`src/rtl/result_collector_pkg.sv`:
```
`default_nettype none
// ============================================================================
//  Module      : result_collector_pkg
//  Description : Shared types and constants for the result collector.
//                state_t  - collector FSM states (FILL, HOLD)
//                c_DROP_W - width of the saturating drop counter
//                calc_len_w() - width needed to hold a count of 0..num
//  Revision    : 1.0 - initial release
// ============================================================================
package result_collector_pkg;

    typedef enum logic [0:0] {
        ST_FILL = 1'b0,
        ST_HOLD = 1'b1
    } state_t;

    localparam int c_DROP_W = 16;

    function automatic int calc_len_w(input int num);
        return $clog2(num + 1);
    endfunction

endpackage
`default_nettype wire

```
`src/rtl/result_collector_timer.sv`:
```
`default_nettype none
// ============================================================================
//  Module      : result_collector_timer
//  Description : Idle counter for partial-batch flushing. Counts cycles with
//                no accept while run_i is high; expire_o flags the cycle that
//                is the TIMEOUT-th idle cycle in a row.
//  Ports       : clk_i     - clock
//                reset_i   - synchronous active-high reset
//                run_i     - collector is in FILL holding at least one item
//                accept_i  - an item is accepted this cycle
//                expire_o  - this cycle completes the idle window
//  Revision    : 1.0 - initial release
// ============================================================================
module result_collector_timer #(
    parameter int TIMEOUT = 64
) (
    input  logic clk_i,
    input  logic reset_i,
    input  logic run_i,
    input  logic accept_i,
    output logic expire_o
);

    localparam int c_CNT_W = $clog2(TIMEOUT + 1);
    localparam logic [c_CNT_W-1:0] c_LAST = c_CNT_W'(TIMEOUT - 1);

    logic [c_CNT_W-1:0] r_cnt;

    // r_cnt holds the number of idle cycles already completed; the cycle in
    // which it equals TIMEOUT-1 is the TIMEOUT-th idle cycle. Leaving run_i
    // (HOLD entry or empty buffer) clears it, so FILL re-entry starts fresh.
    always_ff @(posedge clk_i) begin
        if (reset_i) begin
            r_cnt <= '0;
        end else if (!run_i || accept_i) begin
            r_cnt <= '0;
        end else begin
            r_cnt <= r_cnt + 1'b1;
        end
    end

    assign expire_o = run_i && (r_cnt == c_LAST);

endmodule
`default_nettype wire

```
`src/rtl/result_collector.sv`:
```
`default_nettype none
// ============================================================================
//  Module      : result_collector
//  Description : Collects NUM result items into one packed batch register and
//                hands the batch to a consumer with a valid/ready handshake.
//                Items presented while not ready are counted as drops.
//                Optional feature macro: RESULT_COLLECTOR_TIMEOUT_EN - flush a
//                partial batch after TIMEOUT idle cycles.
//  Ports       : clk_i         - clock
//                reset_i       - synchronous active-high reset
//                res_valid_i   - result item present
//                res_i         - result item
//                res_ready_o   - collector can accept an item (registered)
//                batch_o       - packed batch, item k at [k*ITEM_WIDTH +: ITEM_WIDTH]
//                batch_len_o   - number of valid items in batch_o
//                batch_valid_o - batch presented
//                batch_ready_i - consumer takes batch
//                drop_cnt_o    - saturating count of dropped items
//  Revision    : 1.0 - initial release
// ============================================================================
module result_collector
    import result_collector_pkg::*;
#(
    parameter int NUM        = 100,
    parameter int ITEM_WIDTH = 8,
    parameter int TIMEOUT    = 64
) (
    input  logic                         clk_i,
    input  logic                         reset_i,
    input  logic                         res_valid_i,
    input  logic [ITEM_WIDTH-1:0]        res_i,
    output logic                         res_ready_o,
    output logic [NUM*ITEM_WIDTH-1:0]    batch_o,
    output logic [$clog2(NUM+1)-1:0]     batch_len_o,
    output logic                         batch_valid_o,
    input  logic                         batch_ready_i,
    output logic [15:0]                  drop_cnt_o
);

    localparam int c_IDX_W = $clog2(NUM);
    localparam int c_LEN_W = calc_len_w(NUM);
    localparam logic [c_IDX_W-1:0] c_LAST_IDX = c_IDX_W'(NUM - 1);
    localparam logic [c_LEN_W-1:0] c_FULL_LEN = c_LEN_W'(NUM);

    if (NUM < 2) begin : g_chk_num
        $error("result_collector: NUM must be at least 2");
    end
    if (TIMEOUT < 2) begin : g_chk_timeout
        $error("result_collector: TIMEOUT must be at least 2");
    end

    state_t                  r_state;
    state_t                  w_state_nxt;
    logic                    r_ready;
    logic [c_IDX_W-1:0]      r_wr_idx;
    logic [c_LEN_W-1:0]      r_len;
    logic [c_DROP_W-1:0]     r_drop;
    logic [ITEM_WIDTH-1:0]   r_slot [NUM];

    logic w_accept;
    logic w_drop;
    logic w_complete;
    logic w_expire;
    logic w_flush;

    assign w_accept   = res_valid_i && r_ready;
    assign w_drop     = res_valid_i && !r_ready;
    assign w_complete = w_accept && (r_wr_idx == c_LAST_IDX);
    // A same-cycle accept beats the idle expiry.
    assign w_flush    = w_expire && !w_accept;

`ifdef RESULT_COLLECTOR_TIMEOUT_EN
    logic w_run;
    assign w_run = (r_state == ST_FILL) && (r_wr_idx != '0);

    result_collector_timer #(
        .TIMEOUT (TIMEOUT)
    ) u_timer (
        .clk_i    (clk_i),
        .reset_i  (reset_i),
        .run_i    (w_run),
        .accept_i (w_accept),
        .expire_o (w_expire)
    );
`else
    assign w_expire = 1'b0;
`endif

    always_comb begin
        w_state_nxt = r_state;
        case (r_state)
            ST_FILL: if (w_complete || w_flush) w_state_nxt = ST_HOLD;
            ST_HOLD: if (batch_ready_i)         w_state_nxt = ST_FILL;
            default: w_state_nxt = ST_FILL;
        endcase
    end

    // Ready is registered from the next state, so it stays low for the first
    // cycle after reset and drops in the same edge that enters HOLD.
    always_ff @(posedge clk_i) begin
        if (reset_i) begin
            r_state  <= ST_FILL;
            r_ready  <= 1'b0;
            r_wr_idx <= '0;
            r_len    <= '0;
            r_drop   <= '0;
            for (int k = 0; k < NUM; k++) begin
                r_slot[k] <= '0;
            end
        end else begin
            r_state <= w_state_nxt;
            r_ready <= (w_state_nxt == ST_FILL);

            if (w_drop && (r_drop != '1)) begin
                r_drop <= r_drop + 1'b1;
            end

            case (r_state)
                ST_FILL: begin
                    if (w_accept) begin
                        r_slot[r_wr_idx] <= res_i;
                        if (w_complete) begin
                            r_wr_idx <= '0;
                            r_len    <= c_FULL_LEN;
                        end else begin
                            r_wr_idx <= r_wr_idx + 1'b1;
                        end
                    end else if (w_flush) begin
                        r_wr_idx <= '0;
                        r_len    <= c_LEN_W'(r_wr_idx);
                    end
                end
                ST_HOLD: begin
                    // Clearing on pickup keeps unused slots zero for the
                    // next (possibly partial) batch.
                    if (batch_ready_i) begin
                        r_len <= '0;
                        for (int k = 0; k < NUM; k++) begin
                            r_slot[k] <= '0;
                        end
                    end
                end
                default: ;
            endcase
        end
    end

    for (genvar k = 0; k < NUM; k++) begin : g_pack
        assign batch_o[k*ITEM_WIDTH +: ITEM_WIDTH] = r_slot[k];
    end

    assign res_ready_o   = r_ready;
    assign batch_valid_o = (r_state == ST_HOLD);
    assign batch_len_o   = r_len;
    assign drop_cnt_o    = r_drop;

endmodule
`default_nettype wire
```
`config.mk`:
```
export PLATFORM = sky130hd
export DESIGN_NAME = result_collector
export DESIGN_NICKNAME = d
export VERILOG_FILES = /design/src/rtl/result_collector_pkg.sv /design/src/rtl/result_collector_timer.sv /design/src/rtl/result_collector.sv
export SDC_FILE = /design/constraint.sdc
export NUM_CORES = 1
export LEC_CHECK = 0
export ABC_AREA = 1
export BUFFER_PORTS_ARGS = -buffer_cell sky130_fd_sc_hd__clkbuf_2
export CAP_MARGIN = 20
export CORE_AREA = 4 4 322 324
export DETAILED_ROUTE_END_ITERATION = 10
export DIE_AREA = 0 0 326 328
export PLACE_DENSITY = 0.46
export RECOVER_POWER = 50
export SYNTH_ARGS = -nofsm -noshare
export SYNTH_HDL_FRONTEND = slang
export SYNTH_SLANG_ARGS = --single-unit
```
`constraint.sdc`:
```
create_clock -name clk_i -period 4.3 [get_ports clk_i]
set_input_delay 0.43 -clock clk_i [delete_from_list [all_inputs] [get_ports clk_i]]
set_output_delay 0.43 -clock clk_i [all_outputs]
set_load 0.005 [all_outputs]
```
== After elaboration in Yosys (flattened, before gate mapping) ==
Memory sizes are Yosys's and may differ from the RTL's.
Index checks and enable logic that the tools add are counted.
Widths: inputs -> output; s select.

* Add/subtract/negate cells: 2
* Equal/unequal tests: 5
* Multiplexer cells: 121
* Bitwise gates (word level): 102
* Reduce and logical (&&, ||, !) cells: 8

{| class="wikitable"
|+ Operators with widths
! cell !! number
|-
| $mux 8 || 101
|-
| $or 1x1->1 || 100
|-
| $mux 7 || 5
|-
| $add 16x1->16 const B || 1
|-
| $ne 16x16->1 const B || 1
|-
| $pmux 7 s2 || 1
|-
| $mux 1 || 13
|-
| $reduce_or 8->1 || 1
|-
| $add 7x1->7 const B || 1
|-
| $eq 7x7->1 const B || 1
|-
| $ne 2x2->1 const B || 3
|-
| $logic_and 1x1->1 || 4
|-
| $reduce_and 3->1 || 1
|-
| $not 1->1 || 2
|-
| $pmux 1 s2 || 1
|-
| $reduce_and 2->1 || 1
|-
| $logic_not 1->1 || 1
|}

* Bits in registers: 32
* Bits in writable memories: 800
* Bits of input ports: 12
* Word-level logic and storage cells: 244
* Memories kept: 1

{| class="wikitable"
|+ Memories
! name !! words !! bits a word !! read ports !! clocked after Yosys merged registers in !! wr ports !! line !! text
|-
| r_slot || 100 || 8 || 100 || 0 || 100 || result_collector.sv:58 || <nowiki>logic [ITEM_WIDTH-1:0] r_slot [NUM];</nowiki>
|}

== Logic depth before layout (Yosys ltp) ==
Gate-level depths: netlist of run 1.

* Depth after elaboration: 7
* Mapped depth: 9
* Gate-level depth less buffers: 9

== Worst setup path before layout of run 1 ==
Ideal clock, no wire load.

* Kind: input-to-reg
* Start: input reset_i
* End: memory r_slot[98][0], enable pin
* Setup time: 329 ps
* Arrival: 1747 ps
* Data required time: 3971 ps
* Path slack: 2224 ps
* Cell stages on the path: 8
* Buffers on the path: 3
* Path through: buf_2 inv_2 buf_2 nand3_1 nor2_1 buf_2 nand2_1 nand2_1

{| class="wikitable"
|+ RTL lines
! what !! line !! text
|-
| start, declared || result_collector.sv:29 || <nowiki>input logic reset_i,</nowiki>
|-
| end, declared || result_collector.sv:58 ||
|}

==> impl_results.md, run 1 <==
* DIE AREA at 0.1069 mm²
* CTS tree: yes
* Vias per cell at 4.614
* Die width at 326 µm
* Final hold violations at 0
* CP delay by family, top: simple AND/OR/NAND/NOR gates
* CP Data Arrival Time at 3660 ps
* Vias in the first global route at 20357
* Syn_area_per_cell at 13.74 µm²
* #FFs+latches synth at 826
* Max Clk Rate at 0.3002 GHz
* Tot GR Track Use at 20.61%
* DR WL/cell at 25.65 µm
* Via count at 20646
* DP HPWL at 80.72 mm
* Fillers at 10089
* Largest net degree at the start of global routing at 101
* Share of the synthesized area in the top cell type at 80.42%
* TritonRoute pass-1 iters at 6
* Remaining routing DRC violations at 0
* Skew-Pair Late Insertion Delay at 670 ps
* Post-synthesis cell count at 2174
* Setup TNS at 0 ps
* Placed Cells at 4305
* Synth cell types at 26
* Post_cts resized at 0
* I/O pin total at 837
* Final min period at 3331 ps
* Nets at 3045
* Clock transition at the registers of the reported paths at 60 ps
* Port bufs at 832
* PD cells at 470.8 mW/mm²
* RSZ-0062 raised after global routing: no
* WP data required at 4630 ps
* Critical path peak fanout at 9
* Fin cells at 4475
* Setup bufs post-CTS at 0
* Post-route ant nets at 0
* Worst Path Buf+Inv at 1
* GP Congestion at 0.8192
* Rel. slew slack at 25.54%
* Final setup viols at 0
* Slew Limit Fails at 0
* DR iter-0 viols at 1847
* Clk_skew at 22.26 ps
* Core area at 0.1012 mm²
* CP Capture Type: flop
* Worst-Margin Slew at 1108 ps
* H-tree lvl count at 3
* Vert. Die Dim at 328 µm
* Leak pwr at 14.11 nW
* Outcome: finished clean
* Max cap viols at 0
* Syn-to-layout area delta at 26.44%
* Worst VDD drop at 0.2674 mV
* Initial antenna violation count at 3
* Final cycle utilization of the critical path at 77.47%
* Synthesized area at 0.02987 mm²
* Setup Crit Path Kind: reg2reg
* Worst hold path type: in2reg
* CTS Hold Buffers Added at 0
* Final WL at 114.8 mm
* Starting density of the core at 29.53%
* Register area share after synthesis at 82.16%
* Num Clock Sinks at 826
* Root Buffer: clkbuf_16
* Dominant cell type by area after synthesis: edfxtp_1
* First-pass GRT wire length at 157.3 mm
* CP Launch Type: flop
* Site Rows at 117
* Top cells by area, synth: edfxtp_1, nor2_1, nand2_1
* Remaining Overflow, GRT at 0
* Syn. warnings at 0
* Clock Path Buffers at 3
* WHS at 111.0 ps
* CP max-delay cell: nor3_1
* Number of buffers created by CTS at 91
* Layout cells sized above 1 at 9.723%
* CP max stage delay at 610 ps
* Crit path cell chain: nand2_1, nor2_1, nand2_1, nor3_1, clkbuf_1, nand2_1, nand2_1
* Fin util at 37.34%
* CP dominant cell by count: nand2_1
[metrics by stage]
stage | setup slack (ps) | cell area (µm²) | power [mW]
6_report | 969.0 | 37770 | 17.78
5_1_grt | 659.8 | 37770 | 18.37
4_1_cts | 1332 | 38750 | 18.04
3_5_place_dp | 1139 | 35800 | 10.23
3_3_place_gp | 1188 | 35800 | 10.21
2_1_floorplan | 2224 | 29880 | 9.597
[cell type report]
cell class | instances | area, µm² | area share (%)
clock inverter | 58 | 566.8 | 1.501
inverter | 36 | 155.1 | 0.4108
tap | 1368 | 1712 | 4.532
antenna | 1 | 2.502 | 0.006626
clock buffer | 110 | 2391 | 6.331
sequential | 826 | 24540 | 64.98
multi-input combinational | 1203 | 4740 | 12.55
timing repair buffer | 873 | 3659 | 9.687
[where the power goes]
part,total (mW),switching [mW],internal (mW),leakage (nW)
clock network,7.81,3.24,4.57,1.45
registers,9.18,0.110,9.07,8.47
logic,0.795,0.637,0.158,4.19
total,17.8,3.99,13.8,14.1
[cells by family after synthesis]
family | count (synthesis) | share of synthesized area [%]
xor gates and xnor gates | 6 | 0.1759
DFF | 826 | 82.16
other | 1 | 0.01255
adders and majority gates | 2 | 0.08376
buffers and inverters | 148 | 1.994
AOI/OAI and AO/OA | 24 | 0.4105
and+or+nand+nor | 1167 | 15.16
[sequential cells by signal, summed over array words and instances, names as in the netlist]
register	flops
r_slot	800
batch_valid_o	1
batch_len_o	1
res_ready_o	1
r_wr_idx	7
drop_cnt_o	16
[Yosys cell counts]
cell,count
dfxtp_1,26
ha_1,2
o21ai_0,6
xnor2_1,2
a21oi_1,17
nand4_1,6
edfxtp_1,800
nor3_1,16
xor2_1,4
or2_2,1
nand2_2,20
clkbuf_1,94
inv_2,19
nor4_2,1
nand3_1,15
nor2_1,853
conb_1,1
nor2_2,1
a21boi_1,1
buf_4,8
inv_1,17
nand2_1,248
nor3_2,3
buf_1,2
buf_2,8
nor3b_1,3
[worst reg2reg max path: cells and delay by family, from the launching register on]
family	cells	cell delay [ps]
flops	1	370
simple gates	6	2060
buf+inv	1	580
[cell usage in the layout (no fill, tap or decap), types with 2 or more instances in the layout]
cell type and count:
conb_1 4, inv_2 11, buf_1 4, xnor2_1 2, nor2_1 853, edfxtp_1 800
dfxtp_1 26, clkbuf_1 749, inv_1 17, buf_12 10, nand2_2 10, clkinv_4 3
inv_4 8, clkbuf_16 93, clkinv_1 21, xor2_1 4, buf_4 24, ha_1 2
nor3_1 17, clkinv_2 16, clkbuf_2 103, inv_6 4, nor3b_1 3, o21ai_0 6
bufinv_16 10, nand2_1 258, a21oi_1 16, clkinvlp_4 2, nand3_1 15, nand4_1 6
[final timing paths]
path,startpoint,slack [ps],end,depth (start not counted)
worst min register to register,drop_cnt_o[5]$_SDFFE_PP0P_,530,drop_cnt_o[5]$_SDFFE_PP0P_,2
worst max-delay path,res_ready_o$_SDFF_PP0_,970,r_slot[83][7]$_SDFFCE_PN0P_,7
worst max register to register,res_ready_o$_SDFF_PP0_,970,r_slot[83][7]$_SDFFCE_PN0P_,7
worst min-delay path,batch_ready_i,110,batch_valid_o$_SDFF_PP0_,3
[metal layers]
layer	vias up	global-route usage, %	routed length, µm
met5	-	0	13
met1	10381	24.13	42620
li1	9142	-	-
met3	163	6.312	10130
met4	2	6.878	3716
met2	958	36.06	58320
Note: power is estimated with default switching activity, not from simulation.
==> run 2: changes to the inputs <==
- PLACE_DENSITY: 0.46 -> 0.48
- clock period: 4.3 -> 3 ns (I/O delays scaled with it)
==> impl_results.md, run 2 (synthesis gave the netlist of run 1 again) <==
* H-tree lvl count at 3
* CP max-delay cell: nand2_1
* Setup bufs post-CTS at 0
* I/O pin total at 837
* Tot GR Track Use at 19.75%
* Clock transition at the registers of the reported paths at 60 ps
* Final WL at 110.5 mm
* Setup Crit Path Kind: reg2reg
* Most frequent cells in the layout: nor2_1, edfxtp_1, clkbuf_1
* Power Total at 25.19 mW
* RSZ-0062 raised after global routing: no
* Layout cells sized above 1 at 11.57%
* Largest net degree at the start of global routing at 101
* Vias per cell at 4.521
* CP Launch Type: flop
* Clk_skew at 13.87 ps
* Site Rows at 117
* CP delay by family, top: simple AND/OR/NAND/NOR gates
* Starting density of the core at 29.53%
* DR WL/cell at 24.57 µm
* Top reg by flops: r_slot
* CP dominant cell by count: nand2_1
* Skew-Pair Late Insertion Delay at 650 ps
* Rel. slew slack at 44.44%
* Initial antenna violation count at 3
* CP Capture Type: flop
* CP max stage delay at 400 ps
* Final setup viols at 0
* Fillers at 10136
* Leak pwr at 14.35 nW
* Crit path cell chain: nand2_1, nor2_1, clkbuf_1, nand2_1, nor3_1, buf_4, nand2_1, nand2_1
* Placed cell areas at 0.03599 mm²
* CP Data Arrival Time at 2880 ps
* Root Buffer: clkbuf_16
* Max reg flops at 800
* Via count at 20340
* Remaining routing DRC violations at 0
* GP Congestion at 0.8110
* Clock Path Buffers at 3
* Num Clock Sinks at 826
* DR iter-0 viols at 1842
* Max Clk Rate at 0.3888 GHz
* DIE AREA at 0.1069 mm²
* TritonRoute pass-1 iters at 5
* DP HPWL at 76.08 mm
* Max cap viols at 0
* Worst hold path type: in2reg
* Most common cell after layout, fill and taps aside: nor2_1
* Design area at 0.03794 mm²
* Fin util at 37.51%
* Final min period at 2572 ps
* Worst-Margin Slew at 833.5 ps
* Slew Limit Fails at 0
* Post-route ant nets at 0
* First-pass GRT wire length at 151.4 mm
* WP data required at 3310 ps
* Setup TNS at 0 ps
* CTS tree: yes
* Outcome: finished clean
* Number of buffers created by CTS at 92
* Final hold violations at 0
* Worst VDD drop at 0.4560 mV
* Post_cts resized at 0
* Vert. Die Dim at 328 µm
* Syn-to-layout area delta at 27.01%
* PD cells at 664.0 mW/mm²
* Remaining Overflow, GRT at 0
* Worst Path Buf+Inv at 2
* CTS Hold Buffers Added at 3
* Die width at 326 µm
* Port bufs at 832
* Core area at 0.1012 mm²
* Vias in the first global route at 19762
* Final cycle utilization of the critical path at 85.73%
* Nets at 3071
* Critical path peak fanout at 9
run 2: cell count changes in the layout (fill, tap and decap cells not counted), sizes merged, moves of 2 or more:
| cell | before | now |
|---|---|---|
| clkinv | 40 | 43 |
| dlygate4sd3 | 0 | 3 |
| clkbuf | 945 | 947 |
| bufinv | 10 | 6 |
| inv | 42 | 39 |
| buf | 38 | 60 |
run 2: through the flow:
step | hold WS, ps | setup WS (ps) | cells
final | 87.88 | 428.2 | 4499
after global routing | 68.02 | 213.4 | 4499
after CTS | 25.49 | 535.4 | 4498
after detailed placement | 510.9 | 421.4 | 4328
after global placement | 518.5 | 477.7 | 4328
after floorplan | 470.4 | 1054 | 2177
run 2: report_power, final:
group | switching (mW) | internal, mW
Clock | 4.61 | 6.29
Combinational | 0.904 | 0.242
Sequential | 0.148 | 13.0
run 2: tightest hold or removal path, stage by stage:
cell,delay (ps)
clkbuf_2,100
inv_4,100
nor2_1,120
run 2: layout make-up:
type                            count  area (µm²)  share of cell area, %
Inverter                           36       155.1                 0.4089
Clock buffer                      112        2441                  6.434
Sequential cell                   826       24540                  64.69
Multi-Input combinational cell   1203        4711                  12.42
Clock inverter                     55       437.9                  1.154
Antenna cell                        1       2.502               0.006596
Tap cell                         1368        1712                  4.512
Timing Repair Buffer              898        3936                  10.38
run 2: path summary, 6_finish.rpt:
| check | from | endpoint | slack (ps) | depth (start not counted) |
|---|---|---|---|---|
| worst max-delay path | res_ready_o$_SDFF_PP0_ | r_slot[83][0]$_SDFFCE_PN0P_ | 430 | 8 |
| worst min-delay path | res_i[3] | r_slot[15][3]$_SDFFCE_PN0P_ | 90 | 3 |
| worst max register to register | res_ready_o$_SDFF_PP0_ | r_slot[83][0]$_SDFFCE_PN0P_ | 430 | 8 |
| worst min register to register | r_wr_idx[3]$_SDFFE_PP0N_ | r_wr_idx[3]$_SDFFE_PP0N_ | 520 | 2 |
run 2: routing by layer:
layer	share of wire (%)	GRT usage (%)	up-vias
met4	3.5	7.187	0
met3	7.9	5.703	166
met5	0	0	-
li1	-	-	9165
met2	49	33.11	846
met1	39	24.34	10163
